$ cat src/rtl/med_alarm_if.sv
// Bundle of stimulus, alarm and log-record signals between the medication
// scheduler front end and the alarm sequencer.
interface med_alarm_if;
  logic [7:0] due_vec;
  logic       tick;
  logic       ack;
  logic       log_ready;
  logic [1:0] alarm_level;
  logic [2:0] cur_slot;
  logic [7:0] pending;
  logic       log_valid;
  logic [2:0] log_slot;
  logic       log_taken;
  logic       overrun;

  modport master (
    output due_vec, tick, ack, log_ready,
    input  alarm_level, cur_slot, pending, log_valid, log_slot, log_taken, overrun
  );
  modport slave (
    input  due_vec, tick, ack, log_ready,
    output alarm_level, cur_slot, pending, log_valid, log_slot, log_taken, overrun
  );
endinterface

$ cat src/rtl/med_alarm_sequencer.sv
// Serves due medication slots one at a time: alert, escalate on timeout,
// and emit one log record (taken/missed) per served dose.
module med_alarm_sequencer #(
  parameter int unsigned ACK_TICKS = 10,
  parameter int unsigned ESC_TICKS = 5
) (
  input  logic       clk,
  input  logic       rst_n,
  med_alarm_if.slave bus
);
  localparam logic [1:0] IDLE     = 2'd0;
  localparam logic [1:0] ALERT    = 2'd1;
  localparam logic [1:0] ESCALATE = 2'd2;
  localparam logic [1:0] LOG      = 2'd3;
  localparam logic [7:0] ACK_LAST = 8'(ACK_TICKS - 1);
  localparam logic [7:0] ESC_LAST = 8'(ESC_TICKS - 1);

  logic [1:0] state;
  logic [7:0] cnt;
  logic       ack_prev;
  logic [2:0] last_served;
  logic       ack_rise;
  logic       gnt_ok;
  logic [2:0] gnt;
  logic [2:0] idx;
  logic [7:0] clr;

  assign ack_rise = bus.ack & ~ack_prev;

  // Round-robin search starting just after the last served slot.
  always_comb begin
    gnt_ok = 1'b0;
    gnt    = '0;
    idx    = '0;
    for (int k = 1; k <= 8; k++) begin
      idx = last_served + 3'(k);
      if (!gnt_ok && bus.pending[idx]) begin
        gnt_ok = 1'b1;
        gnt    = idx;
      end
    end
    clr = (state == IDLE && gnt_ok) ? (8'd1 << gnt) : 8'd0;
  end

  always_ff @(posedge clk or negedge rst_n) begin
    if (!rst_n) begin
      state           <= IDLE;
      cnt             <= '0;
      ack_prev        <= 1'b0;
      last_served     <= 3'd7;
      bus.alarm_level <= 2'd0;
      bus.cur_slot    <= '0;
      bus.pending     <= '0;
      bus.log_valid   <= 1'b0;
      bus.log_slot    <= '0;
      bus.log_taken   <= 1'b0;
      bus.overrun     <= 1'b0;
    end else begin
      ack_prev <= bus.ack;
      // A due pulse on the slot being granted is a fresh dose, not an overrun.
      bus.pending <= (bus.pending & ~clr) | bus.due_vec;
      if (|(bus.due_vec & bus.pending & ~clr)) bus.overrun <= 1'b1;
      case (state)
        IDLE: if (gnt_ok) begin
          state           <= ALERT;
          bus.alarm_level <= 2'd1;
          bus.cur_slot    <= gnt;
          last_served     <= gnt;
          cnt             <= '0;
        end
        ALERT: begin
          if (ack_rise) begin
            state           <= LOG;
            bus.alarm_level <= 2'd0;
            bus.log_valid   <= 1'b1;
            bus.log_slot    <= bus.cur_slot;
            bus.log_taken   <= 1'b1;
          end else if (bus.tick) begin
            if (cnt == ACK_LAST) begin
              state           <= ESCALATE;
              bus.alarm_level <= 2'd2;
              cnt             <= '0;
            end else begin
              cnt <= cnt + 8'd1;
            end
          end
        end
        ESCALATE: begin
          if (ack_rise) begin
            state           <= LOG;
            bus.alarm_level <= 2'd0;
            bus.log_valid   <= 1'b1;
            bus.log_slot    <= bus.cur_slot;
            bus.log_taken   <= 1'b1;
          end else if (bus.tick) begin
            if (cnt == ESC_LAST) begin
              state           <= LOG;
              bus.alarm_level <= 2'd0;
              bus.log_valid   <= 1'b1;
              bus.log_slot    <= bus.cur_slot;
              bus.log_taken   <= 1'b0;
            end else begin
              cnt <= cnt + 8'd1;
            end
          end
        end
        default: if (bus.log_ready) begin
          bus.log_valid <= 1'b0;
          state         <= IDLE;
        end
      endcase
    end
  end
endmodule

$ cat src/flat_wrapper.sv
// flat-port wrapper written by rule: the top's interface ports become plain ports
module med_alarm_sequencer_flat 
#(
  parameter int unsigned ACK_TICKS = 10,
  parameter int unsigned ESC_TICKS = 5
)
  (clk, rst_n, bus_due_vec, bus_tick, bus_ack, bus_log_ready, bus_alarm_level, bus_cur_slot, bus_pending, bus_log_valid, bus_log_slot, bus_log_taken, bus_overrun);
  med_alarm_if bus_i ();
  input  logic clk;
  input  logic rst_n;
  input wire logic [$bits(bus_i.due_vec)-1:0] bus_due_vec;
  input wire logic [$bits(bus_i.tick)-1:0] bus_tick;
  input wire logic [$bits(bus_i.ack)-1:0] bus_ack;
  input wire logic [$bits(bus_i.log_ready)-1:0] bus_log_ready;
  output wire logic [$bits(bus_i.alarm_level)-1:0] bus_alarm_level;
  output wire logic [$bits(bus_i.cur_slot)-1:0] bus_cur_slot;
  output wire logic [$bits(bus_i.pending)-1:0] bus_pending;
  output wire logic [$bits(bus_i.log_valid)-1:0] bus_log_valid;
  output wire logic [$bits(bus_i.log_slot)-1:0] bus_log_slot;
  output wire logic [$bits(bus_i.log_taken)-1:0] bus_log_taken;
  output wire logic [$bits(bus_i.overrun)-1:0] bus_overrun;
  assign bus_i.due_vec = bus_due_vec;
  assign bus_i.tick = bus_tick;
  assign bus_i.ack = bus_ack;
  assign bus_i.log_ready = bus_log_ready;
  assign bus_alarm_level = bus_i.alarm_level;
  assign bus_cur_slot = bus_i.cur_slot;
  assign bus_pending = bus_i.pending;
  assign bus_log_valid = bus_i.log_valid;
  assign bus_log_slot = bus_i.log_slot;
  assign bus_log_taken = bus_i.log_taken;
  assign bus_overrun = bus_i.overrun;
  med_alarm_sequencer #(.ACK_TICKS(ACK_TICKS), .ESC_TICKS(ESC_TICKS)) u_core (.clk(clk), .rst_n(rst_n), .bus(bus_i));
endmodule
$ cat config.mk
export PLATFORM = sky130hd
export DESIGN_NAME = med_alarm_sequencer_flat
export DESIGN_NICKNAME = d
export VERILOG_FILES = /design/src/rtl/med_alarm_if.sv /design/src/rtl/med_alarm_sequencer.sv /design/src/flat_wrapper.sv
export SDC_FILE = /design/constraint.sdc
export NUM_CORES = 1
export LEC_CHECK = 0
export ABC_AREA = 1
export BUFFER_PORTS_ARGS = -buffer_cell sky130_fd_sc_hd__buf_2
export CAP_MARGIN = 30
export CORE_ASPECT_RATIO = 1.25
export CORE_MARGIN = 1.5
export CORE_UTILIZATION = 51
export CTS_CLUSTER_DIAMETER = 150
export CTS_CLUSTER_SIZE = 28
export DETAILED_ROUTE_END_ITERATION = 12
export GPL_TIMING_DRIVEN = 0
export PLACE_DENSITY = 0.72
export SLEW_MARGIN = 5
export SYNTH_ARGS = -nofsm -noshare
export SYNTH_HDL_FRONTEND = slang
export SYNTH_SLANG_ARGS = --single-unit
$ cat constraint.sdc
create_clock -name clk -period 5.9 [get_ports clk]
set_clock_uncertainty 0.05 [all_clocks]
set_input_delay 1.77 -clock clk [delete_from_list [all_inputs] [get_ports clk]]
set_output_delay 1.77 -clock clk [all_outputs]
set_load 0.01 [all_outputs]
[After elaboration in Yosys (flattened, before gate mapping)]
Index checks and enable logic that the tools add are counted.
Word-level totals
  bits in latches: 0
  input port bits: 13
  memories: 0
  bits in read-only memories: 0
  memory bits (writable): 0
  register bits: 33
  logic and storage cells: 148
  output and inout bits: 19
Operators by class
  reductions and logical operators: 27
  shift operators: 1
  muxes and demuxes: 70
  equality and inequality tests: 15
  div/mod/pow operators: 0
  add/sub/neg operators: 8
  $lt $le $gt $ge: 8
  $mul: 0
  bitwise operators: 8
Operators by type and width (count)
  2-to-1 mux 8 bit: 8
  2-to-1 mux 3 bit: 12
  less-than comparator 3 x 4 -> 1 bit, second input constant: 8
  bitwise AND 8 bit: 3
  binary-select mux 1 bit (select 3 bit): 8
  2-to-1 mux 1 bit: 24
  2-to-1 mux 2 bit: 12
  one-hot mux 8 bit (3 select lines): 1
  adder 3 bit, second input constant: 4
  one-hot mux 2 bit (3 select lines): 2
  AND reduction 6 bit: 2
  inequality test 2 bit, second input constant: 5
  adder 8 x 1 -> 8 bit, second input constant: 1
  == test 8 x 3 -> 1 bit, second input constant: 1
  == test 8 x 4 -> 1 bit, second input constant: 1
  logical AND 1 bit: 8
  NOT 8 bit: 1
  OR 8 bit: 1
  OR reduction 8 bit: 1
  << shifter 1 x 3 -> 8 bit, first input constant: 1
  logical NOT 1 bit: 7
  AND reduction 7 bit: 1
  adder 3 x 2 -> 3 bit, second input constant: 2
  inequality test 3 x 1 -> 1 bit, second input constant: 2
  17 further kinds: 21

[Longest topological paths before layout]
  word-level depth: 30
  gate-level depth with buffers: 23
  gate-level depth less buffers: 21

[Worst setup path after synthesis]
Ideal clock, no wire load.
  path kind: in2reg
  from: input bus_ack
  to: register u_core.cnt[7]
  setup slack: 2794 ps
  stages on the path: 9
  required time: 5725 ps
  buffers on the path: 0
  library setup time: 125 ps
  arrival: 2932 ps
  path through: inv_1 nor2_1 inv_1 o21ai_0 a211oi_1 nand2_8 nor2_2 xor2_1 nor2_1
Between the ends
  longest elaborated chain between the ends: 3
  elaborated cells between the ends (all ways): 4
  classes of those cells: 2 x eq/ne; 1 x bitwise; 1 x reduce/logical
RTL lines
  start, declared: RTL line flat_wrapper.sv:13  | input wire logic [$bits(bus_i.ack)-1:0] bus_ack;
  bitwise AND 1 bit (*): RTL line med_alarm_sequencer.sv:28  | assign ack_rise = bus.ack & ~ack_prev;
  inequality test 2 bit (no source line)
  AND reduction 7 bit (no source line) (*)
  end signal, assigned: RTL line med_alarm_sequencer.sv:84  | cnt <= cnt + 8'd1;
  end signal, assigned: RTL line med_alarm_sequencer.sv:103  | cnt <= cnt + 8'd1;
  end, declared: RTL line med_alarm_sequencer.sv:19  | logic [7:0] cnt;
Mark *: on every way between the ends. The rest lies on a longest branch, timed or not.
A chain may end at the register's enable or synchronous reset.

[Final worst setup path]
  from: register u_core.last_served[1]
  to: register u_core.bus.overrun
Between the ends
  longest elaborated chain between the ends: 30
  elaborated cells between the ends (all ways): 59
  classes of those cells: 7 x add/sub; 1 x shift; 33 x mux; 2 x bitwise; 16 x reduce/logical
RTL lines
  start, declared: RTL line med_alarm_sequencer.sv:21  | logic [2:0] last_served;
  start signal, assigned: RTL line med_alarm_sequencer.sv:68  | last_served <= gnt;
  adder 3 x 1 -> 3 bit: RTL line med_alarm_sequencer.sv:36  | idx = last_served + 3'(k);
  binary-select mux 1 bit (select 3 bit): RTL line med_alarm_sequencer.sv:37  | if (!gnt_ok && bus.pending[idx]) begin
  2-to-1 mux 1 bit (not written as such): RTL line med_alarm_sequencer.sv:37
  2-to-1 mux 1 bit: RTL line med_alarm_sequencer.sv:37
  logical NOT 1 bit: RTL line med_alarm_sequencer.sv:37
  logical AND 1 bit: RTL line med_alarm_sequencer.sv:37
  2-to-1 mux 1 bit: RTL line med_alarm_sequencer.sv:37
  logical NOT 1 bit: RTL line med_alarm_sequencer.sv:37
  [... 14 more ...]
  logical NOT 1 bit: RTL line med_alarm_sequencer.sv:37
  logical AND 1 bit: RTL line med_alarm_sequencer.sv:37
  2-to-1 mux 3 bit / 2-to-1 mux 1 bit (equally long branches): RTL line med_alarm_sequencer.sv:37
  << shifter 1 x 3 -> 8 bit / logical AND 1 bit (equally long branches): RTL line med_alarm_sequencer.sv:42  | clr = (state == IDLE && gnt_ok) ? (8'd1 << gnt) : 8'd0;
  2-to-1 mux 8 bit (*): RTL line med_alarm_sequencer.sv:42
  NOT 8 bit (*): RTL line med_alarm_sequencer.sv:62  | if (|(bus.due_vec & bus.pending & ~clr)) bus.overrun <= 1'b1;
  bitwise AND 8 bit (*): RTL line med_alarm_sequencer.sv:62
  OR reduction 8 bit (*): RTL line med_alarm_sequencer.sv:62
  end signal, assigned: RTL line med_alarm_sequencer.sv:57  | bus.overrun <= 1'b0;
  end signal, assigned: RTL line med_alarm_sequencer.sv:62
  end, declared: RTL line med_alarm_if.sv:22  | output alarm_level, cur_slot, pending, log_valid, log_slot, log_taken, overrun
Mark *: on every way between the ends. The rest lies on a longest branch, timed or not. The select of a mux whose other input is x is not followed.

==> results.txt <==
The wire length of the first global-routing pass came out at approximately 9.9 mm. The register cell area after layout is just over 800 µm². The via count of the routed design came out at roughly 2,500.

The end point of the most critical hold path is u_core.bus.log_slot[0]$_DFFE_PN0P_. Headroom to the max-slew limit came out at a little over half. The share of synthesized area occupied by flip-flops and latches came out at between 30% and 40%. During synthesis, Yosys emitted a total of 0 warnings. The max-slew violation count came out at 0. The standard cell with the maximum stage delay on the critical path is dfstp_2.

The core region is ~4700 µm². The clock sink count came out at 33. The number of buffers added for setup after CTS came out at 0.

The final antenna-violating net count came out at 0. The fill cell total of the finished layout is between 400 and 500. The total of max-cap violations is 0. In this design, the largest share of critical-path delay is due to simple AND/OR/NAND/NOR gates. The number of buffers and inverters on the critical path is 4. The count of endpoints failing hold in the final timing report came out at 0. The number of diodes added for antenna fixing came out at 0. The leftover overflow at the end of global routing is 0.

The number of nets in the synthesized netlist came out at 383. The worst setup path is captured at a flop. The most numerous cell type found on the critical path is nand3_1. The area of the multi-input gates came out at roughly 1400 µm². The per-instance average area after synthesis came out at roughly 7.0 µm². The average detailed-routed wire length per instance is ~13 µm. Traced cell by cell, the critical path runs through buf_2 -> inv_2 -> ha_1 -> buf_2 -> inv_1 -> nand3_1 -> nand3_1 -> nand2_2 -> nor2_8 -> nand4_4 -> nor2_4 -> nand4_1 -> nand3_1 -> nand2_1 -> o21bai_1 -> nand2_1 -> nor2_1 -> nand3_1.

The async set-reset flop share out of synthesis is 100%. The pin count of the biggest net entering global routing is 34. Detailed placement ended at an HPWL of 4.60 mm.

The critical path in this run is classified as flop to flop. The number of failing setup endpoints in the final timing report came out at 0. The share of cells above drive strength 1 came out at a little under a fifth.

The count of distinct cell types in the synthesized netlist came out at 39. The worst setup path is launched from a flop. During I/O placement, the number of pins put on the boundary was 32. The library cells used most frequently in the layout, excluding fill and tap cells, are nand2_1 (84), inv_1 (49), nand3_1 (46). The worst path in the final design needs a cycle of roughly 3.4 ns, including I/O delays and setup.

In this run the critical register-to-register path is captured at u_core.bus.overrun$_DFFE_PN0P_. The effective utilization at floorplan came out at 53.3%. The flow ran to the end, and the final reports show no timing, DRC or antenna violations. The number of antenna violations at the first check in global routing came to 0. The transition time at the pin with the least slew margin came out at 0.717 ns.

The maximum fanout count along the critical path came out at 10. The DRC violation count after routing is 0. The detailed-route wire length came out at between 5 and 6 mm. The maximum operating frequency came out at 0.291 GHz. The minimum setup slack among reg-to-reg paths came out at around 2.5 ns.

Among all flip-flop cells after synthesis, the most frequent one is dfrtp_1. The number of clock buffers inserted by TritonCTS came out at 5. The width of the die came out at around 66 µm.

The die covers about 5400 µm². The total global-route track usage is 23.7%. The via count of the first global-routing pass is approximately 2,300. The floorplan step set the die height to approximately 82 µm. For the worst setup path, the data required time is about 6 ns. Compared with the post-synthesis result, the final layout area differs by 12.7%.

The setup TNS came out at 0 ns. Setup repair after global routing left no endpoint under its margin. The detailed-router iteration count before antenna repair came out at 4. The data arrival at the endpoint of the critical path came out at about 3.6 ns.

For this design, the CTS-stage hold fixing added 0 buffers. The number of resized instances in the post-cts repair step is 0. The total of buffers placed on input and output ports is 31. After layout, the worst path uses between 50% and 60% of the clock period. The mean number of vias per cell came out at between 5 and 6. The number of nets in the layout is 421. The CTS tree is done.

The gate count after technology mapping came out at 361. In this run, synthesis produced a sequential element count of 33. The worst hold path begins at u_core.bus.log_slot[0]$_DFFE_PN0P_. The last weighted congestion value of the routability-driven placer came out at between 0.9 and 1. The largest single stage delay on the critical path is 0.53 ns. The maximum root-to-sink buffer count is 2. Leaving out fill and tap cells, the most frequent cell in the layout is nand2_1. The clock tree root driver cell is clkbuf_8. The cell area that synthesis handed to floorplanning was roughly 2500 µm². The number of standard-cell rows in the floorplan came out at 28. In this run the critical register-to-register path is launched from u_core.last_served[1]$_DFFE_PN1P_. The worst hold path cell count is 2. In this run, synthesis inferred 0 flip-flops with an integrated enable. The H-tree was split into 2 levels. The class of the worst hold path is flop to flop. For the worst flop-to-flop path, the logic depth is 18. The later pin in the worst-skew pair is clocked with a latency of around 0.28 ns. The violation count after the first detailed-routing iteration came out at 141. The clock slew at the register clock pins of the worst setup and hold paths came out at ~0.060 ns.
-- stage by stage --
stage	utilization [%]	worst slack, ns	cells	cell area [µm²]	hold WS, ns
floorplan	-	2.79	361	2520	0.466
global placement	58.1	2.54	452	2750	0.414
detailed placement	58.1	2.48	452	2750	0.417
CTS	60.0	2.46	460	2840	0.436
global route	60.0	2.18	460	2840	0.463
finish	60.0	2.46	460	2840	0.433
-- worst max path at each step --
| stage | slack, ns | depth (start not counted) | end | start |
|---|---|---|---|---|
| 3_3_place_gp | 2.54 | 10 | u_core.cnt[7]$_DFFE_PN0P_ | bus_ack |
| 4_1_cts | 2.46 | 18 | u_core.bus.overrun$_DFFE_PN0P_ | u_core.last_served[1]$_DFFE_PN1P_ |
| 6_report | 2.46 | 18 | u_core.bus.overrun$_DFFE_PN0P_ | u_core.last_served[1]$_DFFE_PN1P_ |
| 2_1_floorplan | 2.79 | 9 | u_core.cnt[7]$_DFFE_PN0P_ | bus_ack |
| 3_5_place_dp | 2.48 | 18 | u_core.bus.overrun$_DFFE_PN0P_ | u_core.last_served[1]$_DFFE_PN1P_ |
| 5_1_grt | 2.18 | 18 | u_core.bus.overrun$_DFFE_PN0P_ | u_core.last_served[1]$_DFFE_PN1P_ |
-- registers in the layout, indices dropped and copies added, names as in the netlist --
register	count
u_core.bus.log_valid	1
u_core.ack_prev	1
u_core.bus.overrun	1
u_core.last_served	3
u_core.bus.cur_slot	3
u_core.cnt	8
u_core.bus.alarm_level	2
u_core.bus.pending	8
u_core.state	2
u_core.bus.log_taken	1
u_core.bus.log_slot	3
-- cell type report --
cell class | instances | share of cell area [%]
clock buffer | 8 | 3.17
tap | 60 | 2.64
timing repair buffer | 31 | 5.46
multi-input combinational | 266 | 50.6
sequential | 33 | 29.2
buffer | 5 | 1.28
inverter | 57 | 7.62
-- routing by layer --
metal  global-route usage [%]  up-vias  part of all wire (%)  wire (µm)
met5                        0        -                     0          0
met4                     11.0        0                   2.8        164
met3                     3.15       13                   2.8        165
met2                     44.2       48                    53       3120
met1                     26.4     1143                    41       2420
li1                         -     1264                     -          -
-- Yosys cell counts, types with 2 or more instances --
master	n	area, µm²
inv_2	6	22.5
inv_1	49	184
buf_2	2	10.0
nor3_1	7	35.0
o211ai_1	2	15.0
nand2_1	84	315
nand3_1	46	230
xnor2_1	2	17.5
o21ai_1	6	30.0
nor2_1	32	120
a21o_1	3	22.5
xor2_1	3	26.3
buf_4	2	15.0
dfstp_2	3	78.8
nand4_1	11	68.8
dfrtp_1	30	751
ha_1	9	113
o21ai_0	24	120
o21bai_1	7	52.6
nor2_2	2	12.5
nand3_2	5	50.1
a21oi_1	3	15.0
nand2_2	7	43.8
-- logic make-up after synthesis --
group | count (synthesis) | share of synthesized area, %
fa+ha+maj | 9 | 4.47
buf+inv | 62 | 10.0
xor+xnor | 5 | 1.74
compound gates | 50 | 11.8
flops | 33 | 32.9
simple gates | 202 | 39.0
-- worst min-delay path, delay by kind of cell (launching register included) --
kind / cells / cell delay [ns]
AO/OA/AOI/OAI: 1 / 0.06
flip-flops: 1 / 0.34
AND/OR/NAND/NOR: 1 / 0.05
Power is left out: the tool's default activity adds up to more than one toggle a clock period on the data nets, which glitch-free logic cannot reach.
